<file path="config.mk">
export PLATFORM = sky130hd
export DESIGN_NAME = vga_sync_timing_flat
export DESIGN_NICKNAME = d
export VERILOG_FILES = /design/src/rtl/vga_sync_if.sv /design/src/rtl/vga_sync_timing.sv /design/src/flat_wrapper.sv
export SDC_FILE = /design/constraint.sdc
export NUM_CORES = 1
export LEC_CHECK = 0
export BUFFER_PORTS_ARGS = -buffer_cell sky130_fd_sc_hd__buf_2
export CAP_MARGIN = 20
export CORE_MARGIN = 2
export CORE_UTILIZATION = 54
export CTS_CLUSTER_SIZE = 16
export DETAILED_ROUTE_END_ITERATION = 7
export PLACE_DENSITY_LB_ADDON = 0.2
export SETUP_SLACK_MARGIN = 0.02
export SYNTH_ARGS = -nofsm -noshare
export SYNTH_HDL_FRONTEND = slang
export SYNTH_SLANG_ARGS = --single-unit
export TNS_END_PERCENT = 50
</file>
<file path="constraint.sdc">
create_clock -name clk -period 2.4 [get_ports clk]
set_input_delay 0.48 -clock clk [delete_from_list [all_inputs] [get_ports clk]]
set_output_delay 0.48 -clock clk [all_outputs]
set_load 0.02 [all_outputs]
</file>
<file path="src/rtl/vga_sync_if.sv">
// Pixel-timing bundle from the VGA sync generator to its pixel consumer.
interface vga_sync_if;
  logic       p_tick;
  logic [9:0] pix_x;
  logic [9:0] pix_y;
  logic       hsync;
  logic       vsync;
  logic       video_on;
  logic       frame_tick;

  modport master (output p_tick, pix_x, pix_y, hsync, vsync, video_on, frame_tick);
  modport slave  (input  p_tick, pix_x, pix_y, hsync, vsync, video_on, frame_tick);
endinterface

</file>
<file path="src/rtl/vga_sync_timing.sv">
// VGA raster timing: pixel-rate divider, column/line counters and registered
// sync/blanking flags that stay cycle-coherent with the counters.
module vga_sync_timing #(
  parameter int unsigned DIV = 4,
  parameter int unsigned HV  = 640,
  parameter int unsigned HFP = 16,
  parameter int unsigned HSW = 96,
  parameter int unsigned HBP = 48,
  parameter int unsigned VV  = 480,
  parameter int unsigned VFP = 10,
  parameter int unsigned VSW = 2,
  parameter int unsigned VBP = 33
) (
  input  logic       clk,
  input  logic       reset,
  vga_sync_if.master vga
);

  localparam int unsigned PW     = 10;
  localparam int unsigned DW     = (DIV > 1) ? $clog2(DIV) : 1;
  localparam int unsigned HT     = HV + HFP + HSW + HBP;
  localparam int unsigned VT     = VV + VFP + VSW + VBP;
  localparam int unsigned HS_BEG = HV + HFP;
  localparam int unsigned HS_END = HV + HFP + HSW - 1;
  localparam int unsigned VS_BEG = VV + VFP;
  localparam int unsigned VS_END = VV + VFP + VSW - 1;

  logic [DW-1:0] r_div_cnt;
  logic [PW-1:0] r_pix_x;
  logic [PW-1:0] r_pix_y;
  logic          r_p_tick;
  logic          r_hsync;
  logic          r_vsync;
  logic          r_video_on;
  logic          r_frame_tick;

  logic [DW-1:0] w_div_nxt;
  logic [PW-1:0] w_x_nxt;
  logic [PW-1:0] w_y_nxt;
  logic          w_tick;
  logic          w_line_end;
  logic          w_frame_end;
  logic          w_p_tick_nxt;
  logic          w_hsync_nxt;
  logic          w_vsync_nxt;
  logic          w_video_on_nxt;

  // Next-state counters; flags are derived from these so they land with the counters.
  always_comb begin
    w_div_nxt      = '0;
    w_x_nxt        = r_pix_x;
    w_y_nxt        = r_pix_y;
    w_tick         = (r_div_cnt == DW'(DIV - 1));
    w_line_end     = w_tick && (r_pix_x == PW'(HT - 1));
    w_frame_end    = w_line_end && (r_pix_y == PW'(VT - 1));

    if (!w_tick) begin
      w_div_nxt = r_div_cnt + DW'(1);
    end
    if (w_tick) begin
      w_x_nxt = w_line_end ? '0 : r_pix_x + PW'(1);
    end
    if (w_line_end) begin
      w_y_nxt = w_frame_end ? '0 : r_pix_y + PW'(1);
    end

    w_p_tick_nxt   = (w_div_nxt == DW'(DIV - 1));
    w_hsync_nxt    = !((w_x_nxt >= PW'(HS_BEG)) && (w_x_nxt <= PW'(HS_END)));
    w_vsync_nxt    = !((w_y_nxt >= PW'(VS_BEG)) && (w_y_nxt <= PW'(VS_END)));
    w_video_on_nxt = (w_x_nxt < PW'(HV)) && (w_y_nxt < PW'(VV));
  end

  // Reset values describe pixel (0,0): visible, sync idle, no frame pulse.
  always_ff @(posedge clk or posedge reset) begin
    if (reset) begin
      r_div_cnt    <= '0;
      r_pix_x      <= '0;
      r_pix_y      <= '0;
      r_p_tick     <= (DIV == 1);
      r_hsync      <= 1'b1;
      r_vsync      <= 1'b1;
      r_video_on   <= 1'b1;
      r_frame_tick <= 1'b0;
    end else begin
      r_div_cnt    <= w_div_nxt;
      r_pix_x      <= w_x_nxt;
      r_pix_y      <= w_y_nxt;
      r_p_tick     <= w_p_tick_nxt;
      r_hsync      <= w_hsync_nxt;
      r_vsync      <= w_vsync_nxt;
      r_video_on   <= w_video_on_nxt;
      r_frame_tick <= w_frame_end;
    end
  end

  assign vga.p_tick     = r_p_tick;
  assign vga.pix_x      = r_pix_x;
  assign vga.pix_y      = r_pix_y;
  assign vga.hsync      = r_hsync;
  assign vga.vsync      = r_vsync;
  assign vga.video_on   = r_video_on;
  assign vga.frame_tick = r_frame_tick;

endmodule

</file>
<file path="src/flat_wrapper.sv">
// flat-port wrapper written by rule: the top's interface ports become plain ports
module vga_sync_timing_flat 
#(
  parameter int unsigned DIV = 4,
  parameter int unsigned HV  = 640,
  parameter int unsigned HFP = 16,
  parameter int unsigned HSW = 96,
  parameter int unsigned HBP = 48,
  parameter int unsigned VV  = 480,
  parameter int unsigned VFP = 10,
  parameter int unsigned VSW = 2,
  parameter int unsigned VBP = 33
)
  (clk, reset, vga_p_tick, vga_pix_x, vga_pix_y, vga_hsync, vga_vsync, vga_video_on, vga_frame_tick);
  vga_sync_if vga_i ();
  input  logic clk;
  input  logic reset;
  output wire logic [$bits(vga_i.p_tick)-1:0] vga_p_tick;
  output wire logic [$bits(vga_i.pix_x)-1:0] vga_pix_x;
  output wire logic [$bits(vga_i.pix_y)-1:0] vga_pix_y;
  output wire logic [$bits(vga_i.hsync)-1:0] vga_hsync;
  output wire logic [$bits(vga_i.vsync)-1:0] vga_vsync;
  output wire logic [$bits(vga_i.video_on)-1:0] vga_video_on;
  output wire logic [$bits(vga_i.frame_tick)-1:0] vga_frame_tick;
  assign vga_p_tick = vga_i.p_tick;
  assign vga_pix_x = vga_i.pix_x;
  assign vga_pix_y = vga_i.pix_y;
  assign vga_hsync = vga_i.hsync;
  assign vga_vsync = vga_i.vsync;
  assign vga_video_on = vga_i.video_on;
  assign vga_frame_tick = vga_i.frame_tick;
  vga_sync_timing #(.DIV(DIV), .HV(HV), .HFP(HFP), .HSW(HSW), .HBP(HBP), .VV(VV), .VFP(VFP), .VSW(VSW), .VBP(VBP)) u_core (.clk(clk), .reset(reset), .vga(vga_i));
endmodule
</file>
==> results of run 1 <==
-- routing by layer --
layer	vias to the layer above	share of wire, %
met5	-	0
met4	0	0.79
met3	2	3.5
met2	20	50
met1	562	46
li1	560	-
-- area by class of cell --
type / instances / share of cell area, %
multi-input combinational: 102 / 43.89
clock buffer: 3 / 1.341
inverter: 7 / 1.565
tap: 31 / 2.310
sequential: 27 / 40.46
clock inverter: 1 / 0.4471
timing repair buffer: 31 / 9.985
-- cell usage in the layout, fill, tap and decap left out, types with 2 or more instances in the layout --
cell	count
sky130_fd_sc_hd__a21oi_1	2
sky130_fd_sc_hd__and2_1	3
sky130_fd_sc_hd__buf_2	26
sky130_fd_sc_hd__buf_4	5
sky130_fd_sc_hd__clkbuf_4	3
sky130_fd_sc_hd__dfrtp_1	24
sky130_fd_sc_hd__dfstp_2	3
sky130_fd_sc_hd__ha_1	5
sky130_fd_sc_hd__inv_1	7
sky130_fd_sc_hd__mux2i_1	2
sky130_fd_sc_hd__nand2_1	16
sky130_fd_sc_hd__nand2b_1	2
sky130_fd_sc_hd__nand3_1	7
sky130_fd_sc_hd__nand4_1	3
sky130_fd_sc_hd__nor2_1	10
sky130_fd_sc_hd__nor3_1	4
sky130_fd_sc_hd__nor4_1	2
sky130_fd_sc_hd__o21ai_0	10
sky130_fd_sc_hd__or3b_2	2
sky130_fd_sc_hd__xnor2_1	9
sky130_fd_sc_hd__xor2_1	3
-- state kept, by name, indices dropped and copies added, names as in the netlist --
register / cells
u_core.vga.hsync: 1
u_core.vga.p_tick: 1
u_core.vga.vsync: 1
u_core.vga.pix_x: 10
u_core.r_div_cnt: 2
u_core.vga.video_on: 1
u_core.vga.pix_y: 10
u_core.vga.frame_tick: 1
-- tightest hold or removal path: stages --
cell and delay [ps]:
sky130_fd_sc_hd__buf_2 90, sky130_fd_sc_hd__inv_1 40, sky130_fd_sc_hd__buf_4 320
-- repair_timing --
| action | in CTS | in global routing |
|---|---|---|
| hold endpoints to repair | 0 | 0 |
| setup endpoints to repair | 0 | 1 |
| gates resized for setup | 0 | 2 |
-- worst paths after layout --
path	startpoint	end	slack, ps
hold reg to reg	u_core.r_div_cnt[0]$_DFF_PP0_	u_core.r_div_cnt[0]$_DFF_PP0_	490
min in group clk	u_core.r_div_cnt[0]$_DFF_PP0_	u_core.r_div_cnt[0]$_DFF_PP0_	490
max in group asynchronous	reset	u_core.vga.vsync$_DFF_PP1_	1930
setup / recovery	u_core.vga.pix_x[0]$_DFF_PP0_	u_core.vga.vsync$_DFF_PP1_	210
setup reg to reg	u_core.vga.pix_x[0]$_DFF_PP0_	u_core.vga.vsync$_DFF_PP1_	210
hold / removal	reset	u_core.vga.pix_x[2]$_DFF_PP0_	170
-- cell usage after synthesis (2+ instances only) --
cell type	number	share of area, %
sky130_fd_sc_hd__ha_1	5	4.2
sky130_fd_sc_hd__and2_1	3	1.3
sky130_fd_sc_hd__nor3_1	4	1.3
sky130_fd_sc_hd__a21oi_1	2	0.67
sky130_fd_sc_hd__buf_6	3	2.3
sky130_fd_sc_hd__nand3_1	7	2.3
sky130_fd_sc_hd__xnor2_1	9	5.3
sky130_fd_sc_hd__mux2i_1	2	1.3
sky130_fd_sc_hd__nand2b_1	2	0.84
sky130_fd_sc_hd__o21ai_0	10	3.4
sky130_fd_sc_hd__nor2_1	10	2.5
sky130_fd_sc_hd__xor2_1	3	1.8
sky130_fd_sc_hd__nand4_1	3	1.3
sky130_fd_sc_hd__dfstp_2	3	5.3
sky130_fd_sc_hd__dfrtp_1	24	40
sky130_fd_sc_hd__nor4_1	3	1.3
sky130_fd_sc_hd__or3b_2	2	1.2
sky130_fd_sc_hd__clkbuf_1	2	0.50
sky130_fd_sc_hd__inv_1	7	1.8
sky130_fd_sc_hd__nand2_1	16	4.0
-- through the flow --
| step | setup WS, ps | std cells | instance area (um^2) | power, uW | hold WS, ps |
|---|---|---|---|---|---|
| 2_1_floorplan | 116.3 | 143 | 1491 | 470.3 | 424.2 |
| 3_3_place_gp | 131.0 | 198 | 1638 | 474.7 | 436.9 |
| 3_5_place_dp | 120.0 | 198 | 1638 | 475.1 | 474.4 |
| 4_1_cts | 118.0 | 202 | 1668 | 676.0 | 181.4 |
| 5_1_grt | 21.41 | 202 | 1679 | 693.6 | 210.2 |
| 6_report | 209.1 | 202 | 1679 | 670.6 | 170.7 |
-- power by group through the flow --
| stage | Clock (uW) | Combinational, uW | Sequential [uW] |
|---|---|---|---|
| 2_1_floorplan | 0 | 6.70 | 464 |
| 3_3_place_gp | 0 | 11.1 | 464 |
| 3_5_place_dp | 0 | 11.5 | 464 |
| 4_1_cts | 209 | 11.5 | 455 |
| 5_1_grt | 225 | 12.9 | 456 |
| 6_report | 205 | 10.6 | 455 |
-- cells by family (layout without fill, tap and decap cells) --
| kind of cell | Yosys count | in the layout | share of synthesized area (%) |
|---|---|---|---|
| buf+inv | 14 | 42 | 5.788 |
| mux | 3 | 3 | 2.097 |
| simple gates | 60 | 60 | 24.67 |
| compound gates | 22 | 22 | 10.66 |
| xor+xnor | 12 | 12 | 7.048 |
| fa+ha+maj | 5 | 5 | 4.195 |
| flops | 27 | 27 | 45.55 |
==> impl_metrics.toml, run 1 <==
[power]
vdd.ir_drop.worst_mv = 0.3300
power.share.combinational_pct = 1.6
net-switching-power_uw = 149.7
power_density_nw_per_um2 = 399.4
cellLeakagePower_uw = 0.0007567
pwr-share-clk_pct = 30.5
seq_power_share_pct = 67.9
intPower_uw = 520.9
power.share.switching_pct = 22.33

[timing]
period_needed_ps = 2191
setup_repair_after_global_routing_missed_its_margin = "no"
hold_viol_final = 0
finalSetupTns_ps = 0
slew_headroom_pct = 73.13
maxSlewViolCount = 0
fmax_ghz = 0.4564
fin_skew_ps = 20.23
period_share_pct = 91.29
report.final.setup_viol = 0
worstMarginPinSlew_ps = 392.9

[cells_and_area]
final_util_pct = 62.51
finalNetCount = 179
fillerInstances = 236
multi_input_area_um2 = 737.0
n_antenna_cell = 0
drive_above_1_share_pct = 29.24
area_growth_pct = 12.58
sequential_cell_area_um2 = 679.4

[route]
drc = 0
initialDrtViolationCount = 22
detail-route-antenna-nets = 0
vias_per_cell = 5.663
wirelength_um = 2925
route.vias.total = 1144
wl_per_cell_um = 14.48
drt-pass1-iter-count = 4

[clock_network]
ctsHoldBuffers = 0
ctsHtreeMaxLevel = 1
post_cts.repair.setup_buffers = 0
tritoncts = "yes"
cts_buffers = 3
clock_latency_ps = 330
numClockSinks = 27
worst_setup_hold_path_clk_slew_ps = 160
clockBufferDepth = 2
clockRootBuffer = "sky130_fd_sc_hd__clkbuf_4"

[placement]
routabilityCongestion = 0.7651
hpwlAfterDp_um = 2161
port_buf_inserts = 26

[worst_setup_path]
cp_slowest_cell = "sky130_fd_sc_hd__or4b_1"
critical-path-top-delay-family = "simple AND/OR/NAND/NOR gates"
worstSetupEndpointType = "register"
maximum_cell_stage_delay_along_the_critical_path_ps = 510
critical_path.max_fanout = 5
worst_path_required_time_ps = 2680
worst-path-stages = 6
worst_path_cell_chain = "ha_1 -> nand4_4 -> or3_4 -> o31ai_4 -> a32oi_1 -> or4b_1"
critical_path_buf_inv_count = 0
start_kind = "register"
timing.setup.critical_path_class = "reg -> reg"
number_of_cells_traversed_by_the_worst_register_to_register_path = 6
worst_ep_arrival_time_ps = 2470

[synthesis]
synth_area_um2 = 1491
ys_async_sr_fraction_pct = 100.0
synth_edf_count = 0
ys_ff_latch = 27
yosysWarningCount = 0
synth-seq-area-share_pct = 45.55
syn-instance-count = 143
top_flip_flop_cell_by_instance_count_after_synthesis = "sky130_fd_sc_hd__dfrtp_1"
syn_nets = 150
post_synth_num_cell_types = 43
per_instance_average_area_after_synthesis_um2 = 10.43

[floorplanning]
coreArea_um2 = 2686
initial_utilization_pct = 55.52
die_width_um = 56.56
die_h_um = 56.56
design.die.area_um2 = 3198
floorplan.io_pins = 27
rows = 19

[hold_path]
hold_path_class = "in -> async"

[global_routing]
gr-usage-met1_pct = 26.96
grt_start_max_net_pins = 28
global_route_wire_length_before_repair_um = 5009
total_congestion_overflow_after_global_routing = 0
grt_antenna_before_repair = 0
vias_in_the_first_global_route = 1109
grt_use_met2_pct = 33.22
grt_util_all_layers_pct = 20.15
global_route.peak_usage_layer = "met2"
gr-usage-met3_pct = 2.765

[run]
max_cap_violations = 0

[outcome]
status = "finished, final reports clean"
Note: power is estimated with default switching activity, not from simulation.
==> run 2: changes to the inputs <==
--- a/config.mk
+++ b/config.mk
@@ -8,7 +8,7 @@
 export BUFFER_PORTS_ARGS = -buffer_cell sky130_fd_sc_hd__buf_2
 export CAP_MARGIN = 20
 export CORE_MARGIN = 2
-export CORE_UTILIZATION = 54
+export CORE_UTILIZATION = 59
 export CTS_CLUSTER_SIZE = 16
 export DETAILED_ROUTE_END_ITERATION = 7
 export PLACE_DENSITY_LB_ADDON = 0.2
==> constraint.sdc (replaced) <==
create_clock -name clk -period 2.7 [get_ports clk]
set_input_delay 0.54 -clock clk [delete_from_list [all_inputs] [get_ports clk]]
set_output_delay 0.54 -clock clk [all_outputs]
set_load 0.02 [all_outputs]
==> impl_metrics.toml, run 2 (same netlist as run 1, synthesis figures left out) <==
[route]
route.met2.wl_um = 1408
route.vias.total = 1128
highest-signal-layer = "met4"
wl_per_cell_um = 14.28
detailroute.wirelength.met3_um = 98
vias_per_cell = 5.697
detail-route-antenna-nets = 0
initialDrtViolationCount = 23
wirelength_um = 2828
drc = 0
drt-met1-wl_um = 1262
drt-pass1-iter-count = 4

[clock_network]
clock_latency_ps = 310
tritoncts = "yes"
numClockSinks = 27
worst_setup_hold_path_clk_slew_ps = 130
cts_buffers = 3
clockBufferDepth = 2
clockRootBuffer = "sky130_fd_sc_hd__clkbuf_4"
ctsHtreeMaxLevel = 1

[cells_and_area]
area_growth_pct = 10.40
n_antenna_cell = 0
fillerInstances = 206
finalNetCount = 176
drive_above_1_share_pct = 26.79
layout_common_cells = "26 x sky130_fd_sc_hd__buf_2, 24 x sky130_fd_sc_hd__dfrtp_1, 16 x sky130_fd_sc_hd__nand2_1"
final-instance-count-excl-fill = 198
leading_cell_type_in_the_layout_fill_and_taps_excluded = "sky130_fd_sc_hd__buf_2"
multi_input_area_um2 = 732.0
sequential_cell_area_um2 = 679.4

[timing]
setup_repair_after_global_routing_missed_its_margin = "no"
fin_skew_ps = 4.169
worstMarginPinSlew_ps = 439.0
slew_headroom_pct = 70.70
maxSlewViolCount = 0
final.setup.worst_slack_ps = 266.7
finalSetupTns_ps = 0
period_needed_ps = 2433
fmax_ghz = 0.4110
report.final.setup_viol = 0
period_share_pct = 90.12
hold_viol_final = 0

[worst_setup_path]
worst_path_required_time_ps = 2940
regToRegSetupSlack_ps = 270
start_kind = "register"
worst_ep_arrival_time_ps = 2670
timing.setup.critical_path_class = "reg -> reg"
critical_path.max_fanout = 10
worstSetupEndpointType = "register"

[outcome]
status = "finished, final reports clean"

[placement]
place_inst = 194
place_ws_ps = 298.5
hpwlAfterDp_um = 2219
port_buf_inserts = 26
routabilityCongestion = 0.8522

[run]
max_cap_violations = 0

[hold_path]
hold_path_class = "in -> async"

[global_routing]
global_route_wire_length_before_repair_um = 4816
grt_util_all_layers_pct = 22.48
total_congestion_overflow_after_global_routing = 0
grt_start_max_net_pins = 17
grt_antenna_before_repair = 0
vias_in_the_first_global_route = 1086

[floorplanning]
coreArea_um2 = 2432
rows = 18
floorplan.io_pins = 27
design.die.area_um2 = 2946
die_width_um = 54.28
initial_utilization_pct = 61.32
die_h_um = 54.28

[power]
cellLeakagePower_uw = 0.0007409
seq_power_share_pct = 69.9
power.share.combinational_pct = 1.6
pwr-share-clk_pct = 28.5
net-switching-power_uw = 115.0
power_density_nw_per_um2 = 351.5
power.share.switching_pct = 19.86
vdd.ir_drop.worst_mv = 0.3115
intPower_uw = 463.8
total_power_uw = 578.8
run 2: changes by cell type in the layout (fill, tap and decap cells not counted):
cell | before | now
sky130_fd_sc_hd__buf_4 | 5 | 2
sky130_fd_sc_hd__clkbuf_1 | 0 | 1
sky130_fd_sc_hd__clkinvlp_4 | 1 | 0
sky130_fd_sc_hd__or3_1 | 0 | 1
sky130_fd_sc_hd__or3_4 | 1 | 0
run 2: critical path: stages, from the launching register on:
cell and delay (ps):
sky130_fd_sc_hd__dfrtp_1 400, sky130_fd_sc_hd__ha_1 380, sky130_fd_sc_hd__nand4_4 180, sky130_fd_sc_hd__or3_1 560, sky130_fd_sc_hd__o31ai_4 260, sky130_fd_sc_hd__a32oi_1 60
sky130_fd_sc_hd__or4b_1 520
run 2: per-layer routing:
layer  GRT usage [%]  vias up
met5               0        -
met3           2.732        8
li1                -      553
met2           37.55       26
met4           9.167        0
met1           29.59      541
run 2: per-stage QoR:
step / utilization [%] / instance area (um^2) / hold slack [ps]
CTS: 67.44 / 1640 / 200.8
floorplan: - / 1491 / 424.2
finish: 67.70 / 1647 / 195.8
global placement: 66.36 / 1614 / 436.0
global route: 67.70 / 1647 / 225.5
detailed placement: 66.36 / 1614 / 451.6
run 2: power by group through the flow:
stage	clock network, uW	registers, uW	logic (uW)
3_5_place_dp	0	412	9.71
5_1_grt	191	405	11.1
3_3_place_gp	0	412	9.44
6_report	165	405	9.02
4_1_cts	173	405	9.62
2_1_floorplan	0	412	5.96
run 2: cell type report:
| class | instances | area share [%] |
|---|---|---|
| Timing Repair Buffer | 28 | 8.815 |
| Multi-Input combinational cell | 102 | 44.45 |
| Inverter | 7 | 1.596 |
| Clock buffer | 4 | 1.596 |
| Sequential cell | 27 | 41.26 |
| Tap cell | 30 | 2.280 |
run 2: final timing paths:
check,from,end,depth (start not counted)
worst max-delay path,u_core.r_div_cnt[0]$_DFF_PP0_,u_core.vga.vsync$_DFF_PP1_,6
worst min-delay path,reset,u_core.vga.frame_tick$_DFF_PP0_,2
worst max register to register,u_core.r_div_cnt[0]$_DFF_PP0_,u_core.vga.vsync$_DFF_PP1_,6
worst min register to register,u_core.r_div_cnt[0]$_DFF_PP0_,u_core.r_div_cnt[0]$_DFF_PP0_,1
max in group asynchronous,reset,u_core.vga.video_on$_DFF_PP1_,3
min in group clk,u_core.r_div_cnt[0]$_DFF_PP0_,u_core.r_div_cnt[0]$_DFF_PP0_,1
run 2: what timing repair did:
action | in CTS | in global routing
gates resized for setup | 0 | 1
setup endpoints to repair | 0 | 2
hold buffers | 0 | 0
setup buffers | 0 | 0
endpoints found under the hold margin | 0 | 0
